**config.mk**
```make
export PLATFORM = sky130hd
export DESIGN_NAME = shift_rows_pipe_flat
export DESIGN_NICKNAME = d
export VERILOG_FILES = /design/src/rtl/shift_rows_pipe_if.sv /design/src/rtl/shift_rows_pipe.sv /design/src/flat_wrapper.sv
export SDC_FILE = /design/constraint.sdc
export NUM_CORES = 1
export LEC_CHECK = 0
export BUFFER_PORTS_ARGS = -buffer_cell sky130_fd_sc_hd__buf_2
export CORE_MARGIN = 1
export CORE_UTILIZATION = 55
export DETAILED_ROUTE_END_ITERATION = 10
export PLACE_DENSITY_LB_ADDON = 0.3
export REMOVE_ABC_BUFFERS = 1
export SLEW_MARGIN = 20
export SYNTH_ARGS = -nofsm -noshare
export SYNTH_HDL_FRONTEND = slang
export SYNTH_SLANG_ARGS = --single-unit
```
**constraint.sdc**
```tcl
create_clock -name clk -period 4 [get_ports clk]
set_clock_uncertainty 0.2 [all_clocks]
set_input_delay 0.4 -clock clk [delete_from_list [all_inputs] [get_ports clk]]
set_output_delay 0.4 -clock clk [all_outputs]
set_load 0.02 [all_outputs]
```
**src/rtl/shift_rows_pipe_if.sv**
```systemverilog
// Handshake bundle for the ShiftRows pipeline stage: input side (valid/ready/mode/data)
// and output side (valid/ready/data/count). Latency: n/a (wiring only).
// Backpressure: in_ready/out_ready carry the flow control; slave = the stage, master = its driver.
interface shift_rows_pipe_if #(
  parameter int NB = 4
);
  localparam int W = 32 * NB;

  logic         in_valid;
  logic         in_ready;
  logic         in_mode;
  logic [0:W-1] in_data;
  logic         out_valid;
  logic         out_ready;
  logic [0:W-1] out_data;
  logic [1:0]   out_count;

  modport master (
    output in_valid, in_mode, in_data, out_ready,
    input  in_ready, out_valid, out_data, out_count
  );

  modport slave (
    input  in_valid, in_mode, in_data, out_ready,
    output in_ready, out_valid, out_data, out_count
  );
endinterface

```
**src/rtl/shift_rows_pipe.sv**
```systemverilog
// Rijndael ShiftRows (in_mode=1) / InvShiftRows (in_mode=0) on an NB-column state, registered into a 2-entry FIFO.
// Latency: 1 cycle from accept to out_valid when the buffer is empty; 1 word/cycle sustained.
// Backpressure: in_ready = buffer not full, derived from state only (no in->out combinational path).
// Ports: clk, rst_n (async active-low); bus = slave side of shift_rows_pipe_if
//   (in_valid/in_ready/in_mode/in_data, out_valid/out_ready/out_data/out_count).
module shift_rows_pipe #(
  parameter int NB      = 4,
  parameter bit FWD_RST = 1'b0
) (
  input  logic               clk,
  input  logic               rst_n,
  shift_rows_pipe_if.slave   bus
);
  localparam int W = 32 * NB;

  if (!(NB == 4 || NB == 6 || NB == 8)) begin : g_bad_nb
    $error("shift_rows_pipe: NB must be 4, 6 or 8");
  end
  if (FWD_RST != 1'b0) begin : g_bad_fwd_rst
    $error("shift_rows_pipe: FWD_RST is reserved and must be 0");
  end

  // Row rotation amount; the 256-bit block uses the wider 3/4 offsets on rows 2 and 3.
  function automatic int row_shift(input int r);
    if (NB == 8 && r >= 2) return r + 1;
    return r;
  endfunction

  // Byte b = 4*col + row sits at [8*b +: 8]; with the ascending range byte 0 is the MSB.
  logic [0:W-1] shifted;

  for (genvar c = 0; c < NB; c++) begin : g_col
    for (genvar r = 0; r < 4; r++) begin : g_row
      localparam int S  = row_shift(r);
      localparam int SF = (c + S) % NB;
      localparam int SI = (c + NB - S) % NB;
      assign shifted[8*(4*c+r) +: 8] = bus.in_mode ? bus.in_data[8*(4*SF+r) +: 8]
                                                   : bus.in_data[8*(4*SI+r) +: 8];
    end
  end

  // Two-entry ring buffer; head entry drives out_data directly.
  logic [0:W-1] mem [2];
  logic         wr_ptr;
  logic         rd_ptr;
  logic [1:0]   count;
  logic         full;
  logic         not_empty;
  logic         accept;
  logic         deliver;

  assign full      = (count == 2'd2);
  assign not_empty = (count != 2'd0);
  assign accept    = bus.in_valid & ~full;
  assign deliver   = not_empty & bus.out_ready;

  always_ff @(posedge clk or negedge rst_n) begin
    if (!rst_n) begin
      mem[0] <= '0;
      mem[1] <= '0;
      wr_ptr <= 1'b0;
      rd_ptr <= 1'b0;
      count  <= 2'd0;
    end else begin
      if (accept) begin
        mem[wr_ptr] <= shifted;
        wr_ptr      <= ~wr_ptr;
      end
      if (deliver) begin
        rd_ptr <= ~rd_ptr;
      end
      // Simultaneous accept and deliver leaves the occupancy unchanged.
      case ({accept, deliver})
        2'b10:   count <= count + 2'd1;
        2'b01:   count <= count - 2'd1;
        default: count <= count;
      endcase
    end
  end

  assign bus.in_ready  = ~full;
  assign bus.out_valid = not_empty;
  assign bus.out_data  = mem[rd_ptr];
  assign bus.out_count = count;
endmodule

```
**src/flat_wrapper.sv**
```systemverilog
// flat-port wrapper written by rule: the top's interface ports become plain ports
module shift_rows_pipe_flat 
#(
  parameter int NB      = 4,
  parameter bit FWD_RST = 1'b0
)
  (clk, rst_n, bus_in_valid, bus_in_mode, bus_in_data, bus_out_ready, bus_in_ready, bus_out_valid, bus_out_data, bus_out_count);
  shift_rows_pipe_if #(.NB(NB)) bus_i ();
  input  logic clk;
  input  logic rst_n;
  input wire logic [$bits(bus_i.in_valid)-1:0] bus_in_valid;
  input wire logic [$bits(bus_i.in_mode)-1:0] bus_in_mode;
  input wire logic [$bits(bus_i.in_data)-1:0] bus_in_data;
  input wire logic [$bits(bus_i.out_ready)-1:0] bus_out_ready;
  output wire logic [$bits(bus_i.in_ready)-1:0] bus_in_ready;
  output wire logic [$bits(bus_i.out_valid)-1:0] bus_out_valid;
  output wire logic [$bits(bus_i.out_data)-1:0] bus_out_data;
  output wire logic [$bits(bus_i.out_count)-1:0] bus_out_count;
  assign bus_i.in_valid = bus_in_valid;
  assign bus_i.in_mode = bus_in_mode;
  assign bus_i.in_data = bus_in_data;
  assign bus_i.out_ready = bus_out_ready;
  assign bus_in_ready = bus_i.in_ready;
  assign bus_out_valid = bus_i.out_valid;
  assign bus_out_data = bus_i.out_data;
  assign bus_out_count = bus_i.out_count;
  shift_rows_pipe #(.NB(NB), .FWD_RST(FWD_RST)) u_core (.clk(clk), .rst_n(rst_n), .bus(bus_i));
endmodule
```
* Word-level counts from Yosys, hierarchy flattened
Index checks and enable logic that the tools add are counted.
** Word-level totals
- Register bits :: 260
- Input port bits :: 133
- Output and inout port bits :: 132
** Operators by class
- Add/sub/neg operators :: 2
- Magnitude comparators :: 3
- Eq/ne operators :: 3
- Multiplexer cells :: 15
- Bitwise operators :: 7
- Reduce and logical (&&, ||, !) cells :: 3
** Operator list (number)
- $mux 128 :: 4
- $bwmux 256 :: 1
- $demux 128 s1 :: 1
- $mux 8 :: 8
- $eq 2x2->1 const B :: 2
- $ge 2x2->1 const B :: 2
- $not 1->2 :: 2
- $pmux 2 s2 :: 1
- $reduce_bool 2->1 :: 2
- $not 1->1 :: 3
- $add 2x1->2 const B :: 1
- $and 1x1->1 :: 2
- $eq 2x1->1 const B :: 1
- $lt 2x1->1 const B :: 1
- $sub 2x1->2 const B :: 1
- $logic_and 1x1->1 :: 1

* Depth between registers and ports, before layout
- Depth after elaboration :: 6
- Depth in mapped cells :: 6
- Mapped depth without buffers :: 6

* Worst setup path before layout
No wires, ideal clock.
- Path kind :: reg2reg
- From :: register u_core.count[1] (netlist: u_core.bus.out_count[1])
- To :: register u_core.count[1] (netlist: u_core.bus.out_count[1])
- Setup time :: 0.080 ns
- Arrival time :: 1.649 ns
- Required time :: 3.720 ns
- Setup slack :: 2.071 ns
- Stages on the path, launching flop included :: 6
- Cells stage by stage :: dfrtp_1 > or2_2 > and2_1 > ha_1 > nor2_1 > xor2_1
** RTL lines
- from (decl) :: line shift_rows_pipe.sv:46 : logic [1:0] count;
- from (signal assigned) :: line shift_rows_pipe.sv:74 : 2'b10: count <= count + 2'd1;
- from (signal assigned) :: line shift_rows_pipe.sv:75 : 2'b01: count <= count - 2'd1;
- from (signal assigned) :: line shift_rows_pipe.sv:76 : default: count <= count;
- $reduce_bool 2->1 (*) :: line shift_rows_pipe.sv:53 : assign not_empty = (count != 2'd0);
- named net bus_out_valid :: line flat_wrapper.sv:16 : output wire logic [$bits(bus_i.out_valid)-1:0] bus_out_valid;
- $and 1x1->1 (*) :: line shift_rows_pipe.sv:55 : assign deliver = not_empty & bus.out_ready;
- named net u_core.deliver :: line shift_rows_pipe.sv:50 : logic deliver;
- $eq 2x1->1 or $eq 2x2->1 (tied branches) :: line shift_rows_pipe.sv:73 : case ({accept, deliver})
- $pmux 2 s2 or $reduce_bool 2->1 (tied branches)
Mark *: on every way through the listed nets, which the timed path passes. The rest lies on a longest branch.
A chain may end at the register's enable or synchronous reset.

* Final worst setup path
- From :: register u_core.rd_ptr
- To :: output bus_out_data[54]
** On the way
- Word-level cells in the longest chain between the ends :: 4
** RTL lines
- from (decl) :: line shift_rows_pipe.sv:45 : logic rd_ptr;
- from (signal assigned) :: line shift_rows_pipe.sv:70 : rd_ptr <= ~rd_ptr;
- $not 1->2 (implied by the code) :: line shift_rows_pipe.sv:83 : assign bus.out_data = mem[rd_ptr];
- $mux 128 (implied by the code) (3 in a row) :: line shift_rows_pipe.sv:83
- to (decl) :: line flat_wrapper.sv:17 : output wire logic [$bits(bus_i.out_data)-1:0] bus_out_data;
Every way passes these cells. The select of a mux whose other input is x is not followed.

==> results.yml <==
setup_path:
  slowest_delay_ps: 550
  cp_slowest_cell: "buf_12"
  reg2reg_slack_ps: 1570
  path_max_fanout: 118
  cp_data_arrival_time_ps: 2290
  critPathBufInv: 2
  end_kind: "output port"
  reg2reg_from: "u_core.bus.out_count[0]"
  cp_top_family: "buffers and inverters"
  cp.required_ps: 3400
  worstPathCellList: "buf_12 -> mux2_2 -> buf_2"
  r2r_cells: 4
  cp-start-kind: "register"
  criticalPathCategory: "register to output port"
  r2r-end: "u_core.mem[99]"
pwr:
  power_frac_comb_pct: 49.8
  p_int_mw: 9.70
  p_sw_mw: 5.22
  leakage_nw: 7.59
  p_seq_share_pct: 32.2
  totalPowerFinal_mw: 14.9
  p_clk_share_pct: 18.0
  vdd_ir_drop_max_v: 0.000598
  p_per_area_mw_per_mm2: 925
  switching_share_pct: 35.0
yosys:
  synth_ff_type: "dfrtp_1"
  avgSynthCellArea_um2: 17.1
  synth_edf_count: 0
  ys_types: 19
  ys_ff_latch: 260
  syn_inst: 770
  synth.most_common_cell: "dfrtp_1"
  yosysSeqAreaShare_pct: 49.3
  yosys.area.top_type: "dfrtp_1"
  ys_top_cells_by_area: "dfrtp_1 49%, mux2_4 27%, mux2_2 18%, buf_12 3.6%, buf_2 0.53%"
  synthesis.area_mm2: 0.0132
  yosys-top-cells-count: "260 x dfrtp_1, 240 x mux2_4, 208 x mux2_2"
  async_flop_share_pct: 100
  synth_warnings: 0
  synth_top_cell_area_share_pct: 49.3
cts:
  path_clk_slew_ps: 60
  cts_sinks: 260
  clockBufferDepth: 3
  numCtsBuffers: 29
  cts_tree: "yes"
  cts_root_buf: "clkbuf_16"
  clk_latency_ps: 540
  postCtsSetupBuffers: 0
  cts_max_level: 1
detailed_routing:
  remaining_drc_errors: 0
  viasPerCell: 5.18
  routed_wl_um: 26500
  wl_per_cell_um: 18.5
  postRouteAntennaNets: 0
  drtPass1Iterations: 4
  drt_iter0_drc: 274
  vias: 7438
grt:
  grt_overflow: 0
  grt_pass1_wl_um: 42000
  grt_antenna_before_repair: 3
  track_usage_pct: 21.4
  grt_pass1_vias: 8053
  grt_max_degree: 119
die:
  core_mm2: 0.0235
  die_area_mm2: 0.0246
  die_x_um: 157
  die-height_um: 157
  floorplan.initialDensity_pct: 56.2
  row_count: 56
  io_pins: 265
sta:
  hold_slack_ps: 50.7
  report.final.slew_viol_count: 0
  max_freq_ghz: 0.346
  relSlewSlack_pct: 45.0
  period_needed_ps: 2890
  tightest_slew_ps: 824
  finalCritPeriodShare_pct: 72.2
  setup_violations: 0
  rsz0062_at_grt: "no"
  hold_viol_final: 0
  final.setup.worst_slack_ps: 1110
place:
  dp_hpwl_um: 16500
  placed_cell_area_mm2: 0.0145
  port_buffers: 264
  place_congestion: 0.731
  numPlacedInstances: 1316
  place_ws_ps: 1580
worst_hold_path:
  whs_path_depth: 3
  worstHoldStart: "bus_in_data[64]"
  min_to: "u_core.mem[224]"
  hold_path.class: "input pin to register"
layout:
  layout-drive-gt1-share_pct: 69.5
  layout.cells.non_filler: 1436
  final_area_mm2: 0.0161
  fill_cells: 1596
  seq_area_mm2: 0.00651
  area_growth_pct: 22.2
  fin_nets: 1229
  multi_input_area_mm2: 0.00606
flow_run:
  drv_cap: 0
outcome:
  status: "finished, final reports clean"
[worst register-to-register path, cell delays in order (launching register included)]
cell and delay (ps):
dfrtp_1 440, nand2b_4 180, and3_4 750, buf_4 390, mux2_2 360
[power groups by stage]
| stage | clock network, mW | logic, mW | registers, mW |
|---|---|---|---|
| floorplan | 0 | 5.69 | 4.68 |
| global placement | 0 | 7.30 | 4.74 |
| detailed placement | 0 | 7.42 | 4.76 |
| CTS | 2.75 | 7.49 | 4.78 |
| global route | 2.84 | 7.87 | 4.95 |
| finish | 2.69 | 7.43 | 4.80 |
[timing repair]
item	4_1_cts	5_1_grt
hold buffers	67	0
gates resized for setup	0	0
endpoints found under the hold margin	219	0
[flip-flops by register name, summed over array words and instances, names as in the netlist]
| signal | count |
|---|---|
| u_core.rd_ptr | 1 |
| u_core.wr_ptr | 1 |
| u_core.mem | 256 |
| u_core.bus.out_count | 2 |
[stage by stage]
| stage | utilization, % | setup TNS (ps) |
|---|---|---|
| after CTS | 68.7 | 0 |
| after detailed placement | 61.7 | 0 |
| after global routing | 68.7 | 0 |
| after global placement | 61.7 | 0 |
| final | 68.7 | 0 |
| after floorplan | - | -14500 |
[metal layers]
| layer | vias to the layer above | GRT usage [%] | part of all wire [%] |
|---|---|---|---|
| met5 | - | 0 | 0.049 |
| met4 | 2 | 5.46 | 2.0 |
| met3 | 41 | 4.74 | 5.5 |
| met2 | 170 | 36.1 | 48 |
| met1 | 3802 | 28.0 | 44 |
| li1 | 3423 | - | - |
[area by class of cell]
type                       instances  area share, %
antenna                            1         0.0155
clock buffer                      44           5.47
clock inverter                     8          0.597
multi-input combinational        461           37.6
sequential                       260           40.4
tap                              319           2.47
timing repair buffer             343           13.5
[worst max path at each step]
stage | startpoint | cells past startpoint | slack, ps | to
floorplan | u_core.rd_ptr | 1 | -110 | bus_out_data[0]
global placement | u_core.bus.out_count[0] | 4 | 1600 | u_core.mem[25]
detailed placement | u_core.bus.out_count[0] | 4 | 1580 | u_core.mem[103]
CTS | u_core.rd_ptr | 3 | 1080 | bus_out_data[17]
global route | u_core.rd_ptr | 3 | 1020 | bus_out_data[107]
finish | u_core.rd_ptr | 3 | 1110 | bus_out_data[54]
[cell usage in the layout (no fill, tap or decap), types with 2 or more instances in the layout]
cell type | Yosys | routed
xor2_1 | 2 | 2
dfrtp_1 | 260 | 259
dlygate4sd3_1 | 0 | 67
bufinv_16 | 0 | 2
buf_2 | 14 | 263
clkbuf_8 | 0 | 10
clkbuf_16 | 0 | 29
clkbuf_1 | 6 | 5
buf_4 | 1 | 5
xnor2_1 | 3 | 3
buf_12 | 24 | 7
mux2_2 | 208 | 208
mux2_4 | 240 | 240
clkinv_2 | 0 | 4
[kinds of logic (layout without fill, tap and decap cells)]
kind of cell             Yosys count  in the layout  share of synthesized area, %
other                              0              1                             0
buffers and inverters             49            395                          4.80
multiplexers                     448            448                          45.0
XOR/XNOR                           5              5                         0.332
AND/OR/NAND/NOR                    7              7                         0.436
flip-flops                       260            260                          49.3
adder cells (fa/ha/maj)            1              1                        0.0948
No activity file was read; power rests on OpenSTA's default activity.
